## config.mk

```make
export PLATFORM = sky130hd
export DESIGN_NAME = pdpm_axis_chan_switch
export DESIGN_NICKNAME = d
export VERILOG_FILES = /design/src/rtl/pdpm_axis_chan_switch.sv
export SDC_FILE = /design/constraint.sdc
export NUM_CORES = 1
export LEC_CHECK = 0
export ABC_AREA = 0
export ABC_CLOCK_PERIOD_IN_PS = 1400
export BUFFER_PORTS_ARGS = -buffer_cell sky130_fd_sc_hd__buf_4
export CAP_MARGIN = 20
export CORE_MARGIN = 2
export CORE_UTILIZATION = 32
export DETAILED_ROUTE_END_ITERATION = 10
export GPL_TIMING_DRIVEN = 0
export PLACE_DENSITY = 0.78
export SYNTH_ARGS = -nofsm -noshare
export SYNTH_HDL_FRONTEND = slang
export SYNTH_SLANG_ARGS = --single-unit
```

## constraint.sdc

```tcl
create_clock -name sys_clk -period 1.4 [get_ports sys_clk]
set_clock_uncertainty 0.15 [all_clocks]
set_input_delay 0.07 -clock sys_clk [delete_from_list [all_inputs] [get_ports sys_clk]]
set_output_delay 0.07 -clock sys_clk [all_outputs]
set_load 0.01 [all_outputs]
```

## src/rtl/pdpm_axis_chan_switch.sv

```systemverilog
// AXI-S switch between the network byte streams and NUM_CH memory channels.
// Statistics counters exist only when PDPM_SWITCH_STATS_EN is defined.
module pdpm_axis_chan_switch #(
  parameter int DATA_W = 8,
  parameter int NUM_CH = 2,
  parameter int CH_W   = 1,
  parameter int CNT_W  = 16
) (
  input  logic                     sys_clk,
  input  logic                     glbl_rst,

  input  logic [DATA_W-1:0]        s_net_tdata,
  input  logic                     s_net_tvalid,
  input  logic                     s_net_tlast,
  output logic                     s_net_tready,

  output logic [NUM_CH*DATA_W-1:0] m_ch_tdata,
  output logic [NUM_CH-1:0]        m_ch_tvalid,
  output logic [NUM_CH-1:0]        m_ch_tlast,
  input  logic [NUM_CH-1:0]        m_ch_tready,

  input  logic [NUM_CH*DATA_W-1:0] s_ch_tdata,
  input  logic [NUM_CH-1:0]        s_ch_tvalid,
  input  logic [NUM_CH-1:0]        s_ch_tlast,
  output logic [NUM_CH-1:0]        s_ch_tready,

  output logic [DATA_W-1:0]        m_net_tdata,
  output logic                     m_net_tvalid,
  output logic                     m_net_tlast,
  input  logic                     m_net_tready,

  output logic [CNT_W-1:0]         stat_rx_pkts,
  output logic [CNT_W-1:0]         stat_drop_pkts,
  output logic [CNT_W-1:0]         stat_tx_pkts
);

  generate
    if (CH_W != $clog2(NUM_CH)) begin : g_bad_ch_w
      $error("pdpm_axis_chan_switch: CH_W must equal clog2(NUM_CH)");
    end
    if (NUM_CH < 2 || NUM_CH > 8) begin : g_bad_num_ch
      $error("pdpm_axis_chan_switch: NUM_CH must be in 2..8");
    end
  endgenerate

  typedef enum logic [1:0] {IN_IDLE, IN_FWD, IN_DROP} in_state_t;
  typedef enum logic {EG_IDLE, EG_LOCK} eg_state_t;

  in_state_t       in_state, in_next;
  logic [CH_W-1:0] dest_q, dest_d;
  eg_state_t       eg_state, eg_next;
  logic [CH_W-1:0] grant_q, grant_d;
  logic [CH_W-1:0] ptr_q, ptr_d;
  logic            arb_found;
  logic [CH_W-1:0] arb_sel;
  logic            rx_done, drop_done, tx_done;

  always_ff @(posedge sys_clk or posedge glbl_rst) begin
    if (glbl_rst) begin
      in_state <= IN_IDLE;
      dest_q   <= '0;
      eg_state <= EG_IDLE;
      grant_q  <= '0;
      ptr_q    <= CH_W'(NUM_CH - 1);
    end else begin
      in_state <= in_next;
      dest_q   <= dest_d;
      eg_state <= eg_next;
      grant_q  <= grant_d;
      ptr_q    <= ptr_d;
    end
  end

  // Ingress: the header beat is only peeked in IDLE, then replayed through FWD.
  always_comb begin
    in_next      = in_state;
    dest_d       = dest_q;
    s_net_tready = 1'b0;
    m_ch_tvalid  = '0;
    m_ch_tlast   = '0;
    m_ch_tdata   = '0;
    rx_done      = 1'b0;
    drop_done    = 1'b0;
    case (in_state)
      IN_IDLE: begin
        if (s_net_tvalid) begin
          dest_d = s_net_tdata[CH_W-1:0];
          if (int'(s_net_tdata[CH_W-1:0]) < NUM_CH) in_next = IN_FWD;
          else                                      in_next = IN_DROP;
        end
      end
      IN_FWD: begin
        m_ch_tvalid[dest_q]                         = s_net_tvalid;
        m_ch_tlast[dest_q]                          = s_net_tlast;
        m_ch_tdata[int'(dest_q)*DATA_W +: DATA_W]   = s_net_tdata;
        s_net_tready                                = m_ch_tready[dest_q];
        if (s_net_tvalid && m_ch_tready[dest_q] && s_net_tlast) begin
          rx_done = 1'b1;
          in_next = IN_IDLE;
        end
      end
      IN_DROP: begin
        s_net_tready = 1'b1;
        if (s_net_tvalid && s_net_tlast) begin
          drop_done = 1'b1;
          in_next   = IN_IDLE;
        end
      end
      default: in_next = IN_IDLE;
    endcase
  end

  // Round-robin search starting one past the last channel that completed a packet.
  always_comb begin
    int idx;
    idx       = 0;
    arb_found = 1'b0;
    arb_sel   = '0;
    for (int i = 1; i <= NUM_CH; i++) begin
      idx = (int'(ptr_q) + i) % NUM_CH;
      if (!arb_found && s_ch_tvalid[idx[CH_W-1:0]]) begin
        arb_found = 1'b1;
        arb_sel   = idx[CH_W-1:0];
      end
    end
  end

  always_comb begin
    eg_next      = eg_state;
    grant_d      = grant_q;
    ptr_d        = ptr_q;
    s_ch_tready  = '0;
    m_net_tvalid = 1'b0;
    m_net_tlast  = 1'b0;
    m_net_tdata  = '0;
    tx_done      = 1'b0;
    case (eg_state)
      EG_IDLE: begin
        if (arb_found) begin
          grant_d = arb_sel;
          eg_next = EG_LOCK;
        end
      end
      EG_LOCK: begin
        m_net_tvalid         = s_ch_tvalid[grant_q];
        m_net_tlast          = s_ch_tlast[grant_q];
        m_net_tdata          = s_ch_tdata[int'(grant_q)*DATA_W +: DATA_W];
        s_ch_tready[grant_q] = m_net_tready;
        if (s_ch_tvalid[grant_q] && m_net_tready && s_ch_tlast[grant_q]) begin
          ptr_d   = grant_q;
          tx_done = 1'b1;
          eg_next = EG_IDLE;
        end
      end
      default: eg_next = EG_IDLE;
    endcase
  end

`ifdef PDPM_SWITCH_STATS_EN
  logic [CNT_W-1:0] rx_cnt, drop_cnt, tx_cnt;

  always_ff @(posedge sys_clk or posedge glbl_rst) begin
    if (glbl_rst) begin
      rx_cnt   <= '0;
      drop_cnt <= '0;
      tx_cnt   <= '0;
    end else begin
      if (rx_done && (rx_cnt != '1))     rx_cnt   <= rx_cnt + 1'b1;
      if (drop_done && (drop_cnt != '1)) drop_cnt <= drop_cnt + 1'b1;
      if (tx_done && (tx_cnt != '1))     tx_cnt   <= tx_cnt + 1'b1;
    end
  end

  assign stat_rx_pkts   = rx_cnt;
  assign stat_drop_pkts = drop_cnt;
  assign stat_tx_pkts   = tx_cnt;
`else
  logic stats_unused;
  assign stats_unused   = ^{rx_done, drop_done, tx_done};
  assign stat_rx_pkts   = '0;
  assign stat_drop_pkts = '0;
  assign stat_tx_pkts   = '0;
`endif

endmodule

```

**After elaboration in Yosys (flattened, before gate mapping)**

Index checks and enable logic that the tools add are counted.

- Output and inout port bits: 81
- Logic and storage cells: 74
- Register bits after elaboration: 6
- Input bits: 35

- Bitwise logic cells: 5
- Eq/ne operators: 5
- Shift operators: 3
- Reductions and logical operators: 14
- $add $sub $neg: 3
- Magnitude comparators: 6
- Multiplexer cells: 33

Operator list:

| cell | number |
|---|---|
| 4-bit negator with 33-bit output | 1 |
| 8-bit by 33-bit variable shift with 16-bit output, first input constant | 1 |
| 8-bit by 33-bit indexed part select with 16-bit output | 1 |
| 1-bit two-way mux | 20 |
| 16-bit bitwise AND | 1 |
| 16-bit two-way mux | 1 |
| 16-bit by 5-bit indexed part select with 8-bit output | 1 |
| 2-bit two-way mux | 6 |
| 1-bit logical AND | 8 |
| 1-bit by 2-bit less-than comparator with 1-bit output, second input constant | 4 |
| 8-bit two-way mux | 1 |
| 2-bit bitwise AND | 3 |
| 2-bit inequality test, second input constant | 3 |
| 2-bit case mux with 3 select lines | 1 |
| 2-bit AND reduction | 3 |
| 1-bit case mux with 2 select lines | 2 |
| 3-bit AND reduction | 1 |
| 1-bit adder, second input constant | 2 |
| 1-bit demux with 1-bit select | 2 |
| 2-bit by 1-bit == test with 1-bit output, second input constant | 1 |
| 2-bit == test, second input constant | 1 |
| 1-bit greater-or-equal comparator, second input constant | 2 |
| 2-bit zero test | 1 |
| 1-bit zero test | 1 |
| 1-bit inverter | 1 |

**Depth between registers and ports, before layout**

Gate-level depths: netlist of run 1.

- Depth in word-level cells: 9
- Mapped depth: 4
- Depth with buffers taken out: 3

**Worst setup path after synthesis of run 1**

OpenSTA, ideal clock, no wires.

- Path kind: register to register
- Start point: register dest_q
- End point: register in_state[0]
- Arrival: 851 ps
- Period minus slack after synthesis: 1134 ps
- Setup slack: 266 ps
- Cell stages (with the launch flop): 4
- Data required time: 1117 ps
- Setup time: 133 ps
- Cell sequence: dfrtp_1 mux2i_1 nor2b_1 a31oi_1

- Word-level cells in the longest chain between the ends: 6

RTL lines:

| element | RTL line | source |
|---|---|---|
| start, declared | 50 | `logic [CH_W-1:0] dest_q, dest_d;` |
| start signal, assigned | 67 | `dest_q <= dest_d;` |
| 1-bit two-way mux (implied by the code) (2 in a row) | 97 | `if (s_net_tvalid && m_ch_tready[dest_q] && s_net_tlast) begin` |
| 1-bit logical AND (2 in a row) | 97 |  |
| 2-bit inequality test (no source line) | - |  |
| 3-bit AND reduction (no source line) | - |  |
| end signal, assigned | 66 | `in_state <= in_next;` |
| end, declared | 49 | `in_state_t in_state, in_next;` |

No other way between the ends. The select of a mux whose other input is x is not followed.
A chain may end at the register's enable or synchronous reset.

**Worst setup path after layout of run 1**

- Start point: register grant_q
- End point: output port m_net_tdata[2]

- Word-level cells in the longest chain between the ends: 2

RTL lines:

| element | RTL line | source |
|---|---|---|
| start, declared | 52 | `logic [CH_W-1:0] grant_q, grant_d;` |
| start signal, assigned | 69 | `grant_q <= grant_d;` |
| 16-bit by 5-bit indexed part select with 8-bit output | 147 | `m_net_tdata = s_ch_tdata[int'(grant_q)*DATA_W +: DATA_W];` |
| 8-bit two-way mux | 137 | `case (eg_state)` |
| end, declared | 27 | `output logic [DATA_W-1:0] m_net_tdata,` |

No other way between the ends.

==> results of run 1 <==
state kept, by name (all words and copies together), names as in the netlist:
signal	count
eg_state	1
in_state	1
grant_q	1
ptr_q	1
dest_q	1
what timing repair did:
item | in CTS | in global routing
pin swaps | 0 | 4
endpoints found under the hold margin | 10 | 0
hold buffers | 8 | 0
setup buffers | 1 | 2
setup endpoints to repair | 30 | 31
gates cloned | 0 | 1
gates resized for setup | 9 | 28
cells in the final DEF, fill, tap and decap left out, types with 2 or more instances in the layout:
cell type      Yosys  final
buf_4             49    109
conb_1             1     48
buf_6              1     11
nor2_1            12     11
mux2i_1           11     10
dlygate4sd3_1      0      8
and2_1            10      6
and3_4             1      6
and3_1            10      5
a31oi_1            4      4
and2_4             0      4
nand2_1            4      4
clkbuf_4           0      3
dfrtp_2            0      3
nor2b_1            2      2
nor2b_4            0      2
inv_1              2      2
synth_stat cells:
cell type,n,area (um^2)
a31oi_1,4,25.02
a32o_1,1,10.01
and2_1,10,62.56
and3_1,10,62.56
and3_4,1,11.26
buf_2,1,5.000
buf_4,49,367.9
buf_6,1,11.26
clkbuf_1,1,3.750
clkbuf_2,1,5.000
conb_1,1,3.750
dfrtp_1,4,100.1
dfstp_2,1,26.28
inv_1,2,7.510
mux2_2,1,11.26
mux2i_1,11,110.1
nand2_1,4,15.01
nand3_1,1,5.000
nor2_1,12,45.04
nor2b_1,2,12.51
nor2b_2,1,8.760
nor3_1,1,5.000
o21ai_0,1,5.000
path summary, 6_finish.rpt:
path / depth (start not counted) / to / start
worst max-delay path: 4 / m_net_tdata[2] / grant_q$_DFFE_PP0P_
worst min-delay path: 3 / ptr_q$_DFFE_PP1P_ / s_ch_tlast[1]
worst max register to register: 4 / in_state[0]$_DFFE_PP0P_ / dest_q$_DFFE_PP0P_
worst min register to register: 2 / ptr_q$_DFFE_PP1P_ / ptr_q$_DFFE_PP1P_
max in group asynchronous: 3 / ptr_q$_DFFE_PP1P_ / glbl_rst
min in group asynchronous: 3 / grant_q$_DFFE_PP0P_ / glbl_rst
cell type report:
| class | instances | area (um^2) |
|---|---|---|
| repair buffers | 78 | 643.1 |
| inverters | 2 | 7.507 |
| fillers | 233 | 844.6 |
| well taps | 31 | 38.79 |
| multi-input cells | 109 | 629.4 |
| flip-flops and latches | 5 | 130.1 |
| clock buffers | 4 | 26.28 |
| plain buffers | 52 | 414.1 |
power groups by stage:
stage | Combinational [mW] | Sequential [mW] | Clock (mW)
after floorplan | 0.879 | 0.245 | 0
after global placement | 1.49 | 0.254 | 0
after detailed placement | 1.51 | 0.255 | 0
after CTS | 1.59 | 0.280 | 0.170
after global routing | 1.91 | 0.305 | 0.189
final | 1.81 | 0.297 | 0.170
routing by layer:
layer  vias up  routed length [um]
li1        559                   -
met1       477                1015
met2        35                1788
met3         2                 151
met4         0                  28
met5         -                   0
per-stage QoR:
stage / setup slack [ns] / utilization
6_report: -0.02633 / 0.6911
5_1_grt: -0.07496 / 0.6911
4_1_cts: -0.01571 / 0.6485
3_5_place_dp: 0.1319 / 0.5991
3_3_place_gp: 0.1501 / 0.5991
2_1_floorplan: 0.2662 / -
worst max-delay path, cell delays in order, from the launching register on:
cell and delay [ns]:
dfrtp_2 0.42, buf_12 0.15, mux2i_2 0.18, nor2_1 0.07
buf_4 0.14
cell families after synthesis:
| family | Yosys count | synth area share |
|---|---|---|
| simple gates | 42 | 0.2476 |
| buf+inv | 55 | 0.4354 |
| flops | 5 | 0.1374 |
| compound gates | 6 | 0.04353 |
| mux | 12 | 0.1320 |
| other cells | 1 | 0.004078 |
==> impl_metrics.toml, run 1 <==
[status]
status = "finished, violations left"
failed_checks = "setup timing"

[yosys]
synth_seq_cells = 5
synth_area_per_cell_um2 = 7.600
yosysWarnings = 0
syn_area_um2 = 919.6
ys_seq_area_frac = 0.1374
synthDistinctLibCells = 23
syn-instance-count = 121

[worst_setup_path]
required_ns = 1.18
cp.arrival_ns = 1.21
r2r_slack_ns = 0.13
critPathCaptureType = "output pin"
start_kind = "flop"
crit_fanout = 10
path_class = "flop to output pin"

[power_and_ir_drop]
power_density_nw_per_um2 = 1203
p_total_mw = 2.273
switchingPower_mw = 0.8975
combPwrFrac = 0.795
switching_share = 0.3948
p_seq_frac = 0.131
p_leak_nw = 1.133
pwr-share-clk = 0.075
ir_drop_mv = 1.006
internal_power_mw = 1.376

[grt]
grt.overflow.total = 0
grt_max_degree = 11
use_met3 = 0.02232
use_met1 = 0.1399
grt_pass1_vias = 861
grt-busiest-layer = "met2"
grt.total_usage = 0.1451
use_met2 = 0.3019
grt_first_pass_wirelength_um = 3753
grt_antenna_before_repair = 0

[final_layout]
area_growth_pct = 105.4
num_antenna_cells = 0
fin_area_um2 = 1889
final_nets = 286
drive_gt1_frac = 0.5760
instances_no_fill = 281

[drt]
routed_wl_um = 2985
vias = 1073
drcViolationCount = 0
avgViaCountPerCell = 3.819
drtIter0Drc = 13
wl_per_cell_um = 10.62
postRouteAntennaNets = 0
drt_pre_antenna_iters = 4

[timing]
period_minus_slack_ns = 1.426
report.final.slew_viol_count = 0
hold_violations = 0
hold_slack_ns = 0.009394
tns_ns = -0.02633
fmax_mhz = 701.1
rsz0062_at_grt = "yes"
setup_slack_ns = -0.02633
setup_viol = 1
finalCritPeriodShare = 1.019

[flow_run]
maxCapViolations = 0

[cts]
cts_tree = "done"
cts.path.max_buffers = 2
cts_root_buffer = "clkbuf_4"
cts_htree_levels = 1
clk_pin_slew_ns = 0.05
cts_num_sinks = 5
cts_made_buffers = 3
insertion_delay_ns = 0.24

[floorplan]
io_pins = 116
start_util = 0.3364
die_h_um = 57.61
core_area_um2 = 2734
die_area_um2 = 3319
rows = 19
die_w_um = 57.61

[placed_design]
place.gp.congestion = 0.7910
port_buffers = 67
placedInstanceArea_um2 = 1638
placed_cells = 266
post-dp-hpwl_um = 2287

[worst_hold_path]
worstHoldPathType = "input pin to flop"
No activity file was read; power rests on OpenSTA's default activity.
==> run 2, diff against run 1 <==
SKIP_CTS_REPAIR_TIMING = 1   (was not set)
==> impl_metrics.toml, run 2 (same netlist as run 1, synthesis figures left out) <==
[floorplan]
core_area_um2 = 2734
die_w_um = 57.61
die_h_um = 57.61
die_area_um2 = 3319
rows = 19
io_pins = 116
start_util = 0.3364

[worst_setup_path]
required_ns = 1.18
path_buf_inv = 3
crit_cells = 5
cp-startpoint = "grant_q$_DFFE_PP0P_"
cpLargestDelayFamily = "buffers and inverters"
start_kind = "flop"
crit_path_cell_trace = "buf_6 > clkbuf_16 > mux2i_1 > nor2_1 > buf_4"
path_class = "flop to output pin"
critPathCaptureType = "output pin"
slowest_delay_ns = 0.37
slowest_stage = "dfrtp_1"
cp.arrival_ns = 1.28
reg2reg_from = "grant_q$_DFFE_PP0P_"
crit_fanout = 5
reg2reg_depth = 4

[cts]
cts_made_buffers = 3
cts_num_sinks = 5
cts.path.max_buffers = 2
cts_htree_levels = 1
cts_tree = "done"
cts_root_buffer = "clkbuf_4"
insertion_delay_ns = 0.25
clk_pin_slew_ns = 0.05

[placed_design]
place.gp.congestion = 0.7910
placed_cells = 266
post-dp-hpwl_um = 2287
port_buffers = 67
placedInstanceArea_um2 = 1638

[drt]
drtIter0Drc = 7
routed_wl_um = 3157
avgViaCountPerCell = 3.845
vias = 1092
postRouteAntennaNets = 0
drcViolationCount = 0
wl_per_cell_um = 11.12
drt_pre_antenna_iters = 2

[final_layout]
fin_area_um2 = 1928
final_common_cell = "buf_4"
area_growth_pct = 109.7
instances_no_fill = 284
num_antenna_cells = 0
final_nets = 289
fillers = 227
final_cell_mix = "buf_4, conb_1, buf_6"
drive_gt1_frac = 0.5810
final_util = 0.7053

[power_and_ir_drop]
p_leak_nw = 1.156
ir_drop_mv = 0.9338
power_density_nw_per_um2 = 1254

[grt]
grt_max_degree = 11
grt.overflow.total = 0
grt_antenna_before_repair = 0
grt.total_usage = 0.1395
grt_pass1_vias = 797
grt_first_pass_wirelength_um = 3594

[timing]
setup_viol = 12
tns_ns = -0.6897
finalCritPeriodShare = 1.072
rsz0062_at_grt = "yes"
fmax_mhz = 666.1
hold_violations = 0
hold_slack_ns = 0.01029
setup_slack_ns = -0.1012
report.final.slew_viol_count = 0
period_minus_slack_ns = 1.501

[status]
status = "finished, violations left"
failed_checks = "setup timing"

[worst_hold_path]
whs_path_depth = 3
worstHoldPathType = "input pin to flop"
hp-start = "s_ch_tlast[1]"

[flow_run]
maxCapViolations = 0
-- run 2: cell count changes in the layout (fill, tap and decap cells not counted) --
cell	before	now
dfrtp_2	3	2
dfrtp_1	1	2
and2_1	6	5
clkbuf_16	0	1
and2_4	4	5
buf_6	11	13
buf_8	1	0
buf_2	0	1
-- run 2: layer usage --
layer  vias to the layer above  wire length [um]  GRT usage
li1                        564                 -          -
met1                       484              1003     0.1371
met2                        38              1904     0.2857
met3                         6               171    0.02232
met4                         0                78    0.04983
met5                         -                 0          0
-- run 2: power by group --
part | internal [mW] | switching (mW)
sequential | 0.214 | 0.0748
combinational | 1.16 | 0.792
clock | 0.108 | 0.0671
-- run 2: cell type report --
class,instances,area [um^2],area share
plain buffers,53,419.2,0.2174
clock buffers,4,26.28,0.01363
inverters,2,7.507,0.003894
multi-input cells,109,631.9,0.3277
flip-flops and latches,5,128.9,0.06684
well taps,31,38.79,0.02012
repair buffers,80,675.6,0.3504
-- run 2: path summary, 6_finish.rpt --
path                                       end  slack (ns)
min in group asynchronous  grant_q$_DFFE_PP0P_        0.13
max                             m_net_tdata[1]       -0.10
max reg2reg                grant_q$_DFFE_PP0P_        0.15
max in group asynchronous    ptr_q$_DFFE_PP1P_        0.70
min reg2reg                  ptr_q$_DFFE_PP1P_        0.41
min                          ptr_q$_DFFE_PP1P_        0.01
-- run 2: metrics by stage --
| step | total power, mW | worst slack, ns |
|---|---|---|
| 4_1_cts | 1.934 | -0.1374 |
| 6_report | 2.417 | -0.1012 |
| 3_3_place_gp | 1.741 | 0.1501 |
| 5_1_grt | 2.559 | -0.1597 |
| 3_5_place_dp | 1.761 | 0.1319 |
| 2_1_floorplan | 1.123 | 0.2662 |
-- run 2: tightest hold or removal path: stages --
cell and delay, ns:
buf_4 0.12, a31oi_1 0.15, a31oi_1 0.05
==> run 3, diff against run 2 <==
==> constraint.sdc (replaced) <==
create_clock -name sys_clk -period 1.4 [get_ports sys_clk]
set_clock_uncertainty 0.15 [all_clocks]
set_input_delay 0.14 -clock sys_clk [delete_from_list [all_inputs] [get_ports sys_clk]]
set_output_delay 0.14 -clock sys_clk [all_outputs]
set_load 0.01 [all_outputs]
==> impl_metrics.toml, run 3 (same netlist as run 1, synthesis figures left out) <==
[status]
status = "finished, violations left"
failed_checks = "setup timing"

[worst_hold_path]
whs_path_depth = 2
whs_endpoint = "dest_q$_DFFE_PP0P_"
hp-start = "s_net_tdata[0]"
worstHoldPathType = "input pin to flop"

[drt]
avgViaCountPerCell = 3.877
drt_pre_antenna_iters = 4
postRouteAntennaNets = 0
drcViolationCount = 0
vias = 1101
routed_wl_um = 3470
wl_per_cell_um = 12.22
drtIter0Drc = 34

[floorplan]
die_w_um = 57.61
io_pins = 116
die_h_um = 57.61
die_area_um2 = 3319
core_area_um2 = 2734
start_util = 0.3364
rows = 19

[worst_setup_path]
start_kind = "flop"
r2r-end = "ptr_q$_DFFE_PP1P_"
reg2reg_depth = 5
r2r_slack_ns = 0.04
critPathCaptureType = "output pin"
cp.arrival_ns = 1.35
crit_fanout = 5
reg2reg_from = "grant_q$_DFFE_PP0P_"
required_ns = 1.11
path_class = "flop to output pin"

[grt]
grt_max_degree = 11
grt.overflow.total = 0
grt.total_usage = 0.1395
grt_pass1_vias = 797
grt_first_pass_wirelength_um = 3594
grt_antenna_before_repair = 0

[flow_run]
maxCapViolations = 0

[power_and_ir_drop]
combPwrFrac = 0.817
ir_drop_mv = 1.011
pwr-share-clk = 0.068
power_density_nw_per_um2 = 1314
switchingPower_mw = 1.020
internal_power_mw = 1.602
switching_share = 0.3891
p_leak_nw = 1.166
p_seq_frac = 0.114

[final_layout]
final_cell_mix = "buf_4, conb_1, buf_6"
area_growth_pct = 117.0
drive_gt1_frac = 0.6166
final_nets = 289
num_antenna_cells = 0
instances_no_fill = 284
final_util = 0.7300
final_common_cell = "buf_4"

[timing]
hold_slack_ns = 0.01104
rsz0062_at_grt = "yes"
fmax_mhz = 610.2
finalCritPeriodShare = 1.171
report.final.slew_viol_count = 0
hold_violations = 0
setup_slack_ns = -0.2389
period_minus_slack_ns = 1.639
setup_viol = 33
tns_ns = -2.848

[cts]
cts_made_buffers = 3
cts_htree_levels = 1
clk_pin_slew_ns = 0.05
cts.path.max_buffers = 2
cts_root_buffer = "clkbuf_4"
insertion_delay_ns = 0.25
cts_tree = "done"
cts_num_sinks = 5

[placed_design]
place.gp.congestion = 0.7910
port_buffers = 67
post-dp-hpwl_um = 2287
placed_cells = 266
## run 3: changes by cell type in the layout (fill, tap and decap cells not counted)
cell and change:
buf_6 +10, buf_4 -8, and3_1 -5, and3_4 +5, and2_1 -2, and2_4 +2
dlygate4sd3_1 -2, nor2_2 -1, nor2_4 +1
## run 3: area by class of cell
type / count / area, um^2
Buffer: 53 / 419.2
Clock buffer: 4 / 26.28
Fill cell: 210 / 738.2
Inverter: 2 / 7.507
Multi-Input combinational cell: 109 / 666.9
Sequential cell: 5 / 128.9
Tap cell: 31 / 38.79
Timing Repair Buffer: 80 / 708.2
## run 3: worst max path at each step
stage / depth (start not counted) / startpoint / slack, ns / endpoint
3_5_place_dp: 5 / grant_q$_DFFE_PP0P_ / 0.06 / m_net_tdata[2]
3_3_place_gp: 5 / grant_q$_DFFE_PP0P_ / 0.08 / m_net_tlast
5_1_grt: 5 / grant_q$_DFFE_PP0P_ / -0.29 / m_net_tdata[5]
4_1_cts: 5 / grant_q$_DFFE_PP0P_ / -0.21 / m_net_tdata[2]
2_1_floorplan: 4 / grant_q$_DFFE_PP0P_ / 0.21 / m_net_tdata[0]
6_report: 5 / grant_q$_DFFE_PP0P_ / -0.24 / m_net_tdata[5]
## run 3: metrics by stage
step	total power [mW]	area (um^2)	worst slack [ns]
final	2.623	1996	-0.2389
after global routing	2.767	1996	-0.2900
after CTS	1.934	1664	-0.2074
after detailed placement	1.761	1638	0.06186
after global placement	1.741	1638	0.08010
after floorplan	1.123	1096	0.2080
## run 3: routing by layer
layer | wire length [um] | GRT usage
met1 | 1154 | 0.1371
met2 | 2126 | 0.2857
met3 | 179 | 0.02232
met4 | 10 | 0.04983
met5 | 0 | 0
## run 3: power groups by stage
stage | logic [mW] | registers [mW] | clock network, mW
finish | 2.14 | 0.300 | 0.179
global route | 2.27 | 0.306 | 0.195
CTS | 1.51 | 0.254 | 0.170
detailed placement | 1.51 | 0.255 | 0
global placement | 1.49 | 0.254 | 0
floorplan | 0.879 | 0.245 | 0
## run 3: worst max-delay path, stage by stage (launching register included)
cell and delay [ns]:
dfrtp_1 0.39, buf_6 0.14, clkbuf_16 0.15, mux2i_1 0.13, nor2_1 0.15, buf_4 0.14
